===== src/rtl/cache_miss_fill_controller.sv =====
// cache_miss_fill_controller
// Sits in front of a fully-associative tag table. A request goes through a
// tag lookup. A hit returns the block location. A miss runs this sequence:
// invalidate the FIFO victim, fetch the block one word at a time into cache
// data memory, write the new tag, then report the location.
// Optional build macro: CACHE_MISS_STATS_EN adds saturating hit/miss counters.
module cache_miss_fill_controller #(
   parameter int BW_ADDR_SPACE        = 16,
   parameter int CACHE_BLOCK_CAPACITY = 4,
   parameter int WORDS_PER_BLOCK      = 4,
   parameter int BW_DATA              = 32,
   localparam int BW_CACHE_ADDR       = $clog2(CACHE_BLOCK_CAPACITY),
   localparam int BW_WORDS_PER_BLOCK  = $clog2(WORDS_PER_BLOCK),
   localparam int BW_TAG              = BW_ADDR_SPACE - BW_WORDS_PER_BLOCK
) (
   input  logic                                        clock_i,
   input  logic                                        resetn_i,
   input  logic                                        req_i,
   input  logic [BW_ADDR_SPACE-1:0]                    req_addr_i,
   output logic                                        ready_o,
   output logic                                        done_o,
   output logic                                        hit_o,
   output logic [BW_CACHE_ADDR-1:0]                    cache_addr_o,
   output logic [BW_TAG-1:0]                           tag_search_o,
   input  logic                                        tbl_hit_i,
   input  logic [BW_CACHE_ADDR-1:0]                    tbl_addr_i,
   output logic                                        tbl_wren_o,
   output logic                                        tbl_rmen_o,
   output logic [BW_CACHE_ADDR-1:0]                    tbl_addr_o,
   output logic [BW_TAG-1:0]                           tbl_tag_o,
   output logic                                        mem_rd_req_o,
   output logic [BW_ADDR_SPACE-1:0]                    mem_addr_o,
   input  logic                                        mem_ack_i,
   input  logic [BW_DATA-1:0]                          mem_data_i,
   output logic                                        cache_wren_o,
   output logic [BW_CACHE_ADDR+BW_WORDS_PER_BLOCK-1:0] cache_waddr_o,
   output logic [BW_DATA-1:0]                          cache_wdata_o
`ifdef CACHE_MISS_STATS_EN
   ,
   output logic [BW_ADDR_SPACE-1:0]                    hit_count_o,
   output logic [BW_ADDR_SPACE-1:0]                    miss_count_o
`endif
);

   typedef enum logic [2:0] {
      S_IDLE   = 3'd0,
      S_LOOKUP = 3'd1,
      S_EVICT  = 3'd2,
      S_FILL   = 3'd3,
      S_COMMIT = 3'd4,
      S_DONE   = 3'd5
   } state_t;

   state_t                          state_q, state_d;
   logic [BW_TAG-1:0]               tag_q, tag_d;
   logic [BW_CACHE_ADDR-1:0]        victim_q, victim_d;
   logic [BW_WORDS_PER_BLOCK-1:0]   word_q, word_d;
   logic [BW_CACHE_ADDR-1:0]        loc_q, loc_d;
   logic                            hit_q, hit_d;

   // Word-offset bits of the request address only select a word inside the
   // block; the whole block is always fetched, so they are not needed here.
   logic unused_word_bits;
   assign unused_word_bits = ^req_addr_i[BW_WORDS_PER_BLOCK-1:0];

   assign tag_search_o = tag_q;

   // State and datapath registers; reset aborts any transfer in flight.
   always_ff @(posedge clock_i or negedge resetn_i) begin
      if (!resetn_i) begin
         state_q  <= S_IDLE;
         tag_q    <= '0;
         victim_q <= '0;
         word_q   <= '0;
         loc_q    <= '0;
         hit_q    <= 1'b0;
      end else begin
         state_q  <= state_d;
         tag_q    <= tag_d;
         victim_q <= victim_d;
         word_q   <= word_d;
         loc_q    <= loc_d;
         hit_q    <= hit_d;
      end
   end

   // Next-state and output decode; every enable is zero outside its state.
   always_comb begin
      state_d       = state_q;
      tag_d         = tag_q;
      victim_d      = victim_q;
      word_d        = word_q;
      loc_d         = loc_q;
      hit_d         = hit_q;
      ready_o       = 1'b0;
      done_o        = 1'b0;
      hit_o         = 1'b0;
      cache_addr_o  = '0;
      tbl_wren_o    = 1'b0;
      tbl_rmen_o    = 1'b0;
      tbl_addr_o    = '0;
      tbl_tag_o     = '0;
      mem_rd_req_o  = 1'b0;
      mem_addr_o    = '0;
      cache_wren_o  = 1'b0;
      cache_waddr_o = '0;
      cache_wdata_o = '0;
      case (state_q)
         S_IDLE: begin
            ready_o = 1'b1;
            if (req_i) begin
               tag_d   = req_addr_i[BW_ADDR_SPACE-1:BW_WORDS_PER_BLOCK];
               state_d = S_LOOKUP;
            end
         end
         S_LOOKUP: begin
            hit_d = tbl_hit_i;
            if (tbl_hit_i) begin
               loc_d   = tbl_addr_i;
               state_d = S_DONE;
            end else begin
               state_d = S_EVICT;
            end
         end
         S_EVICT: begin
            tbl_rmen_o = 1'b1;
            tbl_addr_o = victim_q;
            word_d     = '0;
            state_d    = S_FILL;
         end
         S_FILL: begin
            mem_rd_req_o = 1'b1;
            mem_addr_o   = {tag_q, word_q};
            if (mem_ack_i) begin
               cache_wren_o  = 1'b1;
               cache_waddr_o = {victim_q, word_q};
               cache_wdata_o = mem_data_i;
               word_d        = word_q + BW_WORDS_PER_BLOCK'(1);
               if (word_q == BW_WORDS_PER_BLOCK'(WORDS_PER_BLOCK - 1))
                  state_d = S_COMMIT;
            end
         end
         S_COMMIT: begin
            tbl_wren_o = 1'b1;
            tbl_addr_o = victim_q;
            tbl_tag_o  = tag_q;
            loc_d      = victim_q;
            // Capacity need not be a power of two, so wrap explicitly.
            if (victim_q == BW_CACHE_ADDR'(CACHE_BLOCK_CAPACITY - 1))
               victim_d = '0;
            else
               victim_d = victim_q + BW_CACHE_ADDR'(1);
            state_d = S_DONE;
         end
         S_DONE: begin
            done_o       = 1'b1;
            hit_o        = hit_q;
            cache_addr_o = loc_q;
            state_d      = S_IDLE;
         end
         default: state_d = S_IDLE;
      endcase
   end

`ifdef CACHE_MISS_STATS_EN
   logic [BW_ADDR_SPACE-1:0] hit_cnt_q, hit_cnt_d;
   logic [BW_ADDR_SPACE-1:0] miss_cnt_q, miss_cnt_d;

   // Saturating hit/miss tallies, bumped once per completed request.
   always_comb begin
      hit_cnt_d  = hit_cnt_q;
      miss_cnt_d = miss_cnt_q;
      if (state_q == S_DONE) begin
         if (hit_q && !(&hit_cnt_q))
            hit_cnt_d = hit_cnt_q + BW_ADDR_SPACE'(1);
         if (!hit_q && !(&miss_cnt_q))
            miss_cnt_d = miss_cnt_q + BW_ADDR_SPACE'(1);
      end
   end

   // Counter registers.
   always_ff @(posedge clock_i or negedge resetn_i) begin
      if (!resetn_i) begin
         hit_cnt_q  <= '0;
         miss_cnt_q <= '0;
      end else begin
         hit_cnt_q  <= hit_cnt_d;
         miss_cnt_q <= miss_cnt_d;
      end
   end

   assign hit_count_o  = hit_cnt_q;
   assign miss_count_o = miss_cnt_q;
`endif

endmodule


===== config.mk =====
export PLATFORM = sky130hd
export DESIGN_NAME = cache_miss_fill_controller
export DESIGN_NICKNAME = d
export VERILOG_FILES = /design/src/rtl/cache_miss_fill_controller.sv
export SDC_FILE = /design/constraint.sdc
export NUM_CORES = 1
export LEC_CHECK = 0
export CORE_MARGIN = 1.5
export CORE_UTILIZATION = 29
export CTS_BUF_LIST = sky130_fd_sc_hd__clkbuf_4 sky130_fd_sc_hd__clkbuf_8
export DETAILED_ROUTE_END_ITERATION = 8
export GPL_TIMING_DRIVEN = 0
export PLACE_DENSITY = 0.81
export SETUP_SLACK_MARGIN = 0.05
export SYNTH_ARGS = -nofsm -noshare
export SYNTH_HDL_FRONTEND = slang
export SYNTH_SLANG_ARGS = --single-unit

===== constraint.sdc =====
create_clock -name clock_i -period 1.3 [get_ports clock_i]
set_input_delay 0.26 -clock clock_i [delete_from_list [all_inputs] [get_ports clock_i]]
set_output_delay 0.26 -clock clock_i [all_outputs]
set_load 0.03 [all_outputs]

=== Word level (Yosys, flattened, before mapping) ===
Cells that the tools add are included.

* Bits in registers: 24
* Input bits: 55
* Output and inout port bits: 91
* Word-level logic and storage cells: 53

* Add/sub/neg operators: 2
* Eq/ne operators: 11
* Mux-type cells: 26
* Reduce and logical (&&, ||, !) cells: 8

{| class="wikitable"
|+ Operator list
! kind !! count
|-
| 32-bit 2-to-1 mux || 2
|-
| 16-bit 2-to-1 mux || 1
|-
| 3-bit case mux with 5 select lines || 1
|-
| 14-bit 2-to-1 mux || 1
|-
| 3-bit 2-to-1 mux || 4
|-
| 2-bit 2-to-1 mux || 5
|-
| 1-bit 2-to-1 mux || 8
|-
| 4-bit 2-to-1 mux || 2
|-
| 2-bit != test (second input constant) || 4
|-
| 2-bit case mux with 2 select lines || 2
|-
| 3-bit by 2-bit equality test with 1-bit output (second input constant) || 2
|-
| 3-bit equality test (second input constant) || 2
|-
| 2-bit AND reduction || 3
|-
| 2-bit by 1-bit adder with 2-bit output (second input constant) || 2
|-
| 2-bit equality test (second input constant) || 2
|-
| 2-bit nonzero test || 2
|-
| 3-bit by 1-bit equality test with 1-bit output (second input constant) || 1
|-
| 3-bit logical NOT || 1
|-
| 3-bit AND reduction || 1
|-
| 2-bit OR reduction || 1
|}

=== Longest topological paths before layout ===
* Word-level depth: 4
* Mapped depth: 5
* Gate-level depth less buffers: 4

=== Worst setup path after synthesis ===
OpenSTA, ideal clock, no wires.

* Path kind: register to output
* Start point: register state_q[2]
* End point: output tbl_addr_o[0]
* Arrival: 1.716 ns
* Setup slack: -0.676 ns
* Stages on the path, launching flop included: 6
* Cell sequence: dfrtp_1 -> buf_2 -> or3b_1 -> inv_1 -> nor2_1 -> nor2b_1

* Cells in the longest elaborated chain, start to end: 3
* Elaborated cells between the ends (all ways): 4
* Those cells by class: eq/ne (2); mux (1); reduce/logical (1)

{| class="wikitable"
|+ RTL lines
! element !! line !! text
|-
| from (decl) || 54 || <nowiki>state_t state_q, state_d;</nowiki>
|-
| from (signal assigned) || 78 || <nowiki>state_q <= state_d;</nowiki>
|-
| 3-bit equality test or 3-bit by 2-bit equality test with 1-bit output (tied branches) || 108 || <nowiki>case (state_q)</nowiki>
|-
| 2-bit OR reduction (no source line) * || -- ||
|-
| 2-bit 2-to-1 mux * || 108 ||
|-
| to (decl) || 29 || <nowiki>output logic [BW_CACHE_ADDR-1:0] tbl_addr_o,</nowiki>
|}

Mark *: on every way between the ends. The rest lies on a longest branch, timed or not.

=== Worst setup path after layout ===
* Start point: register state_q[2]
* End point: output cache_wdata_o[25]

* Cells in the longest elaborated chain, start to end: 2

{| class="wikitable"
|+ RTL lines
! element !! line !! text
|-
| 3-bit by 2-bit equality test with 1-bit output || 108 ||
|-
| 32-bit 2-to-1 mux || 108 ||
|-
| to (decl) || 37 || <nowiki>output logic [BW_DATA-1:0] cache_wdata_o</nowiki>
|}

Every way passes these cells.

==> summary.txt <==
===============================================================================
Worst Hold Margin                                                    -0.0241 ns
TritonCTS clock tree                                                        yes
Number of warnings printed during yosys synthesis                             0
Cells after Synth                                                           163
Final hold violation count                                                   24
Peak supply drop                                                        1330 uV
Maximum cell stage delay along the critical path                        0.41 ns
Final clock period utilization by the worst path                           147%
Maximum level of the CTS H-tree                                               1
Max cap viols                                                                 0
Global placer's final weighted congestion                                 0.736
TritonRoute pass-1 iters                                                      4
Area inside the core boundary                                          5200 um2
Most repeated library cell on the critical path                    sky130_fd_sc_hd__buf_6
Critical-path cell with the highest stage delay                    sky130_fd_sc_hd__dfrtp_1
Count of nets left with antenna violations after detail routing               0
Via count of the first global-routing pass                                 1784
Vias per std cell                                                          4.48
Slew at the pin with the worst max-slew slack                          0.610 ns
CTS sink count                                                               24
# hold bufs at CTS                                                            0
Static leakage power                                                 0.00195 uW
Routed via count                                                           1878
Die Y                                                                   77.2 um
Uppermost layer routed                                                     met4
Maximum clock path buffer count                                               2
Wl on met1                                                              2400 um
Cell family contributing the most delay on the critical path       simple AND/OR/NAND/NOR gates
Reg2reg start                                                        state_q[2]
Critical path depth                                                           5
Post-layout minimum cycle time                                          1.91 ns
Achievable frequency                                                    524 MHz
Sequence of cells on the critical path                             buf_6, and4b_4, buf_6, and2_4, buf_6
Worst setup skew after layout                                        0.00474 ns
Capture point of the worst reg-to-reg path                         tag_search_o[6]
Pwr per Cell Area                                                   2280 nW/um2
Headroom to the max-slew limit                                            59.3%
Final Max Tran Viols                                                          0
Worst-skew pair later-pin latency                                       0.28 ns
Total length of routed wires                                            6520 um
Drt initial violations                                                       58
Clock slew at reported path FFs                                         0.09 ns
Highest fanout seen on the critical path                                     10
Most area-hungry cell type in the Yosys netlist                    sky130_fd_sc_hd__dfrtp_1
Number of cell rows                                                          26
RSZ-0062 raised after global routing                                        yes
Total of endpoints with negative setup slack in the final report            101
Average cell area after synthesis                                      9.80 um2
Die boundary width                                                      77.2 um
CP Capture Type                                                    primary output
Status                                                             finished with violations
Leftover overflow at the end of global routing                                0
Initial standard-cell utilization of the core                             30.7%
Num ports                                                                   146
Post-layout net count                                                       407
Placement-stage cell area                                              3420 um2
Netlist area before placement                                          1600 um2
Post-synthesis register bit count                                            24
Largest net degree at the start of global routing                            25
Post-DP HPWL                                                            4190 um
Worst min-delay path category                                       in -> async
Netlist cell types                                                           28
Global-route wire length before repair                                  9260 um
Detail-routed net length per standard cell                              15.6 um
Synthesized net count                                                       220
Inserted Clock Buffers                                                        3
Setup slack of the worst register-to-register path                     -0.48 ns
Met2 routed WL                                                          3540 um
Count of unresolved DRC violations after routing                              0
Worst setup path category                                            reg -> out
Antenna fix cells                                                             0
Required time worst endpoint                                            1.04 ns
Area of the die                                                        5960 um2
Data arrival, critical path                                             1.65 ns
Fin area                                                               4040 um2
PnR worst setup slack                                                 -0.609 ns
Synthesis-to-layout area growth                                            153%
Kind of launch point of the worst setup path                               flop
Share of post-route cells with drive strength above 1                     72.2%
Violated checks                                                    hold timing, setup timing
Area share of the largest cell type after synthesis                       37.6%
Count of buffers from port buffering                                        143
Total Routing Usage GR                                                    19.8%
Met3 wire length                                                         428 um
Antenna violations before repair                                              0
Worst r2r path cells                                                          8
Portion of the post-synthesis area used by sequential elements            37.6%
Leading cell types by total area after synthesis                   sky130_fd_sc_hd__dfrtp_1, sky130_fd_sc_hd__and2_1, sky130_fd_sc_hd__mux2_4, sky130_fd_sc_hd__mux2_2, sky130_fd_sc_hd__buf_2
Filler cells                                                                325
Worst Path Buf+Inv                                                            3
Master cell of the clock root buffer                               sky130_fd_sc_hd__clkbuf_8
===============================================================================
worst reg2reg max path: cells and delay by family, from the launching register on:
family,cells,cell delay [ns]
multiplexers,1,0.30
buffers and inverters,5,0.60
flip-flops,1,0.41
AND/OR/NAND/NOR,2,0.35
per-layer routing:
metal	track usage [%]	vias to the layer above
li1	-	899
met1	22.2	887
met2	35.5	80
met3	6.19	12
met4	6.00	0
met5	0	-
final cells by class:
| type | count | area [um2] | share of cell area [%] |
|---|---|---|---|
| timing repair buffer | 182 | 1900 | 47.1 |
| sequential | 24 | 602 | 14.9 |
| buffer | 13 | 181 | 4.49 |
| clock buffer | 3 | 41.3 | 1.02 |
| multi-input combinational | 125 | 1180 | 29.3 |
| tap | 70 | 87.6 | 2.17 |
| inverter | 1 | 8.76 | 0.217 |
| clock inverter | 1 | 30.0 | 0.744 |
what timing repair did:
item | in CTS | in global routing
gates resized for setup | 621 | 42
setup buffers | 21 | 15
endpoints found under the setup margin | 136 | 105
pin swaps | 14 | 12
gates cloned | 3 | 2
state kept, by name, summed over array words and instances (netlist names):
register / count
word_q: 2
state_q: 3
loc_q: 2
victim_q: 2
tag_search_o: 14
hit_q: 1
report_power, final:
group	internal, uW	switching (uW)
clock	413	256
sequential	1120	423
combinational	3730	3260
synthesized netlist by cell type:
cell type,number
sky130_fd_sc_hd__o21bai_1,1
sky130_fd_sc_hd__buf_4,1
sky130_fd_sc_hd__and4bb_2,1
sky130_fd_sc_hd__a21o_1,1
sky130_fd_sc_hd__or3b_1,1
sky130_fd_sc_hd__and3b_1,2
sky130_fd_sc_hd__o21ai_0,6
sky130_fd_sc_hd__mux2_4,10
sky130_fd_sc_hd__mux2i_1,3
sky130_fd_sc_hd__mux2_2,6
sky130_fd_sc_hd__and3_1,1
sky130_fd_sc_hd__and2_1,70
sky130_fd_sc_hd__o211a_1,1
sky130_fd_sc_hd__dfrtp_1,24
sky130_fd_sc_hd__nand2_1,6
sky130_fd_sc_hd__clkbuf_1,1
sky130_fd_sc_hd__clkbuf_2,1
sky130_fd_sc_hd__nor2b_1,4
sky130_fd_sc_hd__buf_2,9
sky130_fd_sc_hd__and4b_1,1
sky130_fd_sc_hd__nor3_1,1
sky130_fd_sc_hd__ha_1,2
sky130_fd_sc_hd__inv_1,1
sky130_fd_sc_hd__nand4_1,1
sky130_fd_sc_hd__buf_6,1
sky130_fd_sc_hd__nor3b_2,1
sky130_fd_sc_hd__nor2_1,5
sky130_fd_sc_hd__nor3_2,1
cells in the final DEF, fill, tap and decap left out, drive strengths merged:
master	netlist	routed
nor2	5	5
o21ai	6	6
o211a	1	1
a21o	1	1
bufinv	0	1
nand4	1	1
ha	2	2
and3	1	1
and2	70	70
clkdlybuf4s50	0	51
and3b	2	2
dfrtp	24	24
and4b	1	1
clkbuf	2	5
nor3	2	2
o21bai	1	1
nor3b	1	1
mux2i	3	3
clkinv	0	1
buf	11	142
or3b	1	1
nand2	6	6
and4bb	1	1
nor2b	4	4
mux2	16	16
metrics by stage:
stage / setup TNS [ns] / cells / setup WS, ns / util, % / power [uW]
2_1_floorplan: -16.92 / 163 / -0.328 / - / 5240
3_3_place_gp: -77.26 / 376 / -1.02 / 65.7 / 7190
3_5_place_dp: -79.84 / 376 / -1.03 / 65.7 / 7300
4_1_cts: -43.82 / 404 / -0.576 / 73.6 / 8610
5_1_grt: -55.38 / 419 / -0.669 / 77.5 / 9620
6_report: -49.74 / 419 / -0.609 / 77.5 / 9200
cell families after synthesis:
logic type / synth area share, %
AOI/OAI and AO/OA: 3.45
adders and majority gates: 1.57
buffers and inverters: 4.78
DFF: 37.6
muxes: 15.5
and+or+nand+nor: 37.1
worst max path at each step:
stage | startpoint | end | slack, ns
global route | state_q[2] | cache_wdata_o[25] | -0.67
global placement | mem_ack_i | cache_waddr_o[3] | -1.02
finish | state_q[2] | cache_wdata_o[25] | -0.61
floorplan | state_q[2] | tag_search_o[0] | -0.33
CTS | state_q[2] | cache_wdata_o[13] | -0.58
detailed placement | mem_ack_i | cache_waddr_o[3] | -1.03
Power figures use the tool's default switching activity.
==> variant (same settings) <==
Take the reset off `tag_q` and load it in a clocked block of its own.
--- a/src/rtl/cache_miss_fill_controller.sv
+++ b/src/rtl/cache_miss_fill_controller.sv
@@ -70,5 +70,4 @@
       if (!resetn_i) begin
          state_q  <= S_IDLE;
-         tag_q    <= '0;
          victim_q <= '0;
          word_q   <= '0;
@@ -77,5 +76,4 @@
       end else begin
          state_q  <= state_d;
-         tag_q    <= tag_d;
          victim_q <= victim_d;
          word_q   <= word_d;
@@ -83,4 +81,8 @@
          hit_q    <= hit_d;
       end
+   end
+
+   always_ff @(posedge clock_i) begin
+      tag_q <= tag_d;
    end
 
Formal check against the unedited RTL: not equivalent (a bounded check fails within 4 cycles, from zero or initial values and one cycle with resetn_i low).
==> variant against the original RTL <==
The run ends with negative setup slack left. Critical path depth up 1. Register-to-register slack better by 0.23 ns. Power down 21%. Maximum frequency down 0.43%. Design area down 6.9%. Sequential cell count unchanged. Area after synthesis down 5.8%. Setup slack worse by 0.0082 ns. Routed wire length down 10%. Cell count down 6.0%. Critical path type unchanged. Highest routed layer unchanged.
==> variant: results (changes against the original RTL) <==
[power]
p_leak_uw=0.00173  ; -11%
comb_power_share_pct=76.3  ; +0.3 points
power_switching_uw=2960  ; -25%
p_seq_uw=1210  ; -21%
ir_worst_vdd_mv=1.44  ; +8.2%

[placement]
place_area_um2=3260  ; -4.6%
hpwl_mm=4.08  ; -2.8%
placed_cells_incl_taps=360  ; -4.3%
place_congestion=0.747  ; +1.5%

[cells_and_area]
drive_gt1_share_pct=69.1  ; -3.1 points
fillCellCount=401  ; +23%

[routing]
post_drt_wl_per_cell_um=14.9  ; -4.3%
vias=1702  ; -9.4%

[synth]
synth_common_cells=70 x and2_1, 14 x edfxtp_1, 10 x dfrtp_1
synth_edf_count=14  ; +14
syn_nets=204  ; -7.3%
avgSynthCellArea_um2=10.2  ; +4.5%
async_reset_ff_share_pct=41.7  ; -58 points
synth_ff_type=edfxtp_1
synth_seq_area_share_pct=44.6  ; +7.0 points

[sta]
fin_setup_tns_ns=-43.42  ; +6.33 ns
finalClockSkew_ns=0.00187  ; -0.00288 ns
setup_viol=101  ; unchanged
fin_ws_ns=-0.617  ; -0.00820 ns
relSlewSlack_pct=67.6  ; +8.3 points

[grt]
grt_start_max_net_pins=14  ; -44%
grt_pass1_wl_mm=8.37  ; -9.6%
grtUsageTotal_pct=20.2  ; +0.41 points

[outcome]
status=finished with violations
violations=negative setup slack

[setup_path]
cp_top_family=buffers and inverters

-- variant: cell count changes after synthesis, sizes merged --
cell | unedited run | this run
mux2 | 16 | 2
edfxtp | 0 | 14
buf | 11 | 10
clkbuf | 2 | 1
dfrtp | 24 | 10
-- variant: what timing repair did --
item	in CTS	in global routing
setup buffers	12	13
pin swaps	23	8
endpoints found under the setup margin	112	110
resized for setup	625	38
hold endpoints to repair	0	0
cloned	7	0
-- variant: worst paths after layout --
| path | startpoint | end | slack [ns] | cells past startpoint |
|---|---|---|---|---|
| setup / recovery | state_q[2] | cache_wdata_o[18] | -0.62 | 6 |
| hold / removal | resetn_i | hit_q | 0.32 | 1 |
| setup reg to reg | state_q[0] | tag_search_o[11] | -0.25 | 5 |
| hold reg to reg | hit_q | hit_q | 0.52 | 1 |
| max in group asynchronous | resetn_i | state_q[0] | 0.63 | 1 |
| min in group clock_i | hit_q | hit_q | 0.52 | 1 |
-- variant: area by class of cell --
cell class / instances / share of cell area, %
Inverter: 1 / 0.233
Buffer: 11 / 3.99
Timing Repair Buffer: 172 / 47.9
Sequential cell: 24 / 17.9
Clock buffer: 4 / 1.46
Tap cell: 70 / 2.33
Multi-Input combinational cell: 112 / 26.2
-- variant: cells by family (layout without fill, tap and decap cells) --
family / after synthesis / in the layout / share of synthesized area [%]
AOI/OAI and AO/OA: 9 / 9 / 3.66
muxes: 5 / 5 / 3.49
buffers and inverters: 12 / 188 / 6.73
and+or+nand+nor: 95 / 96 / 39.9
DFF: 24 / 24 / 44.6
adders and majority gates: 2 / 2 / 1.66
-- variant: metal layers --
metal	GRT usage [%]	vias up	part of all wire, %
li1	-	834	-
met1	23.2	797	37
met2	38.3	59	56
met3	3.75	12	4.7
met4	5.05	0	2.0
met5	0	-	0
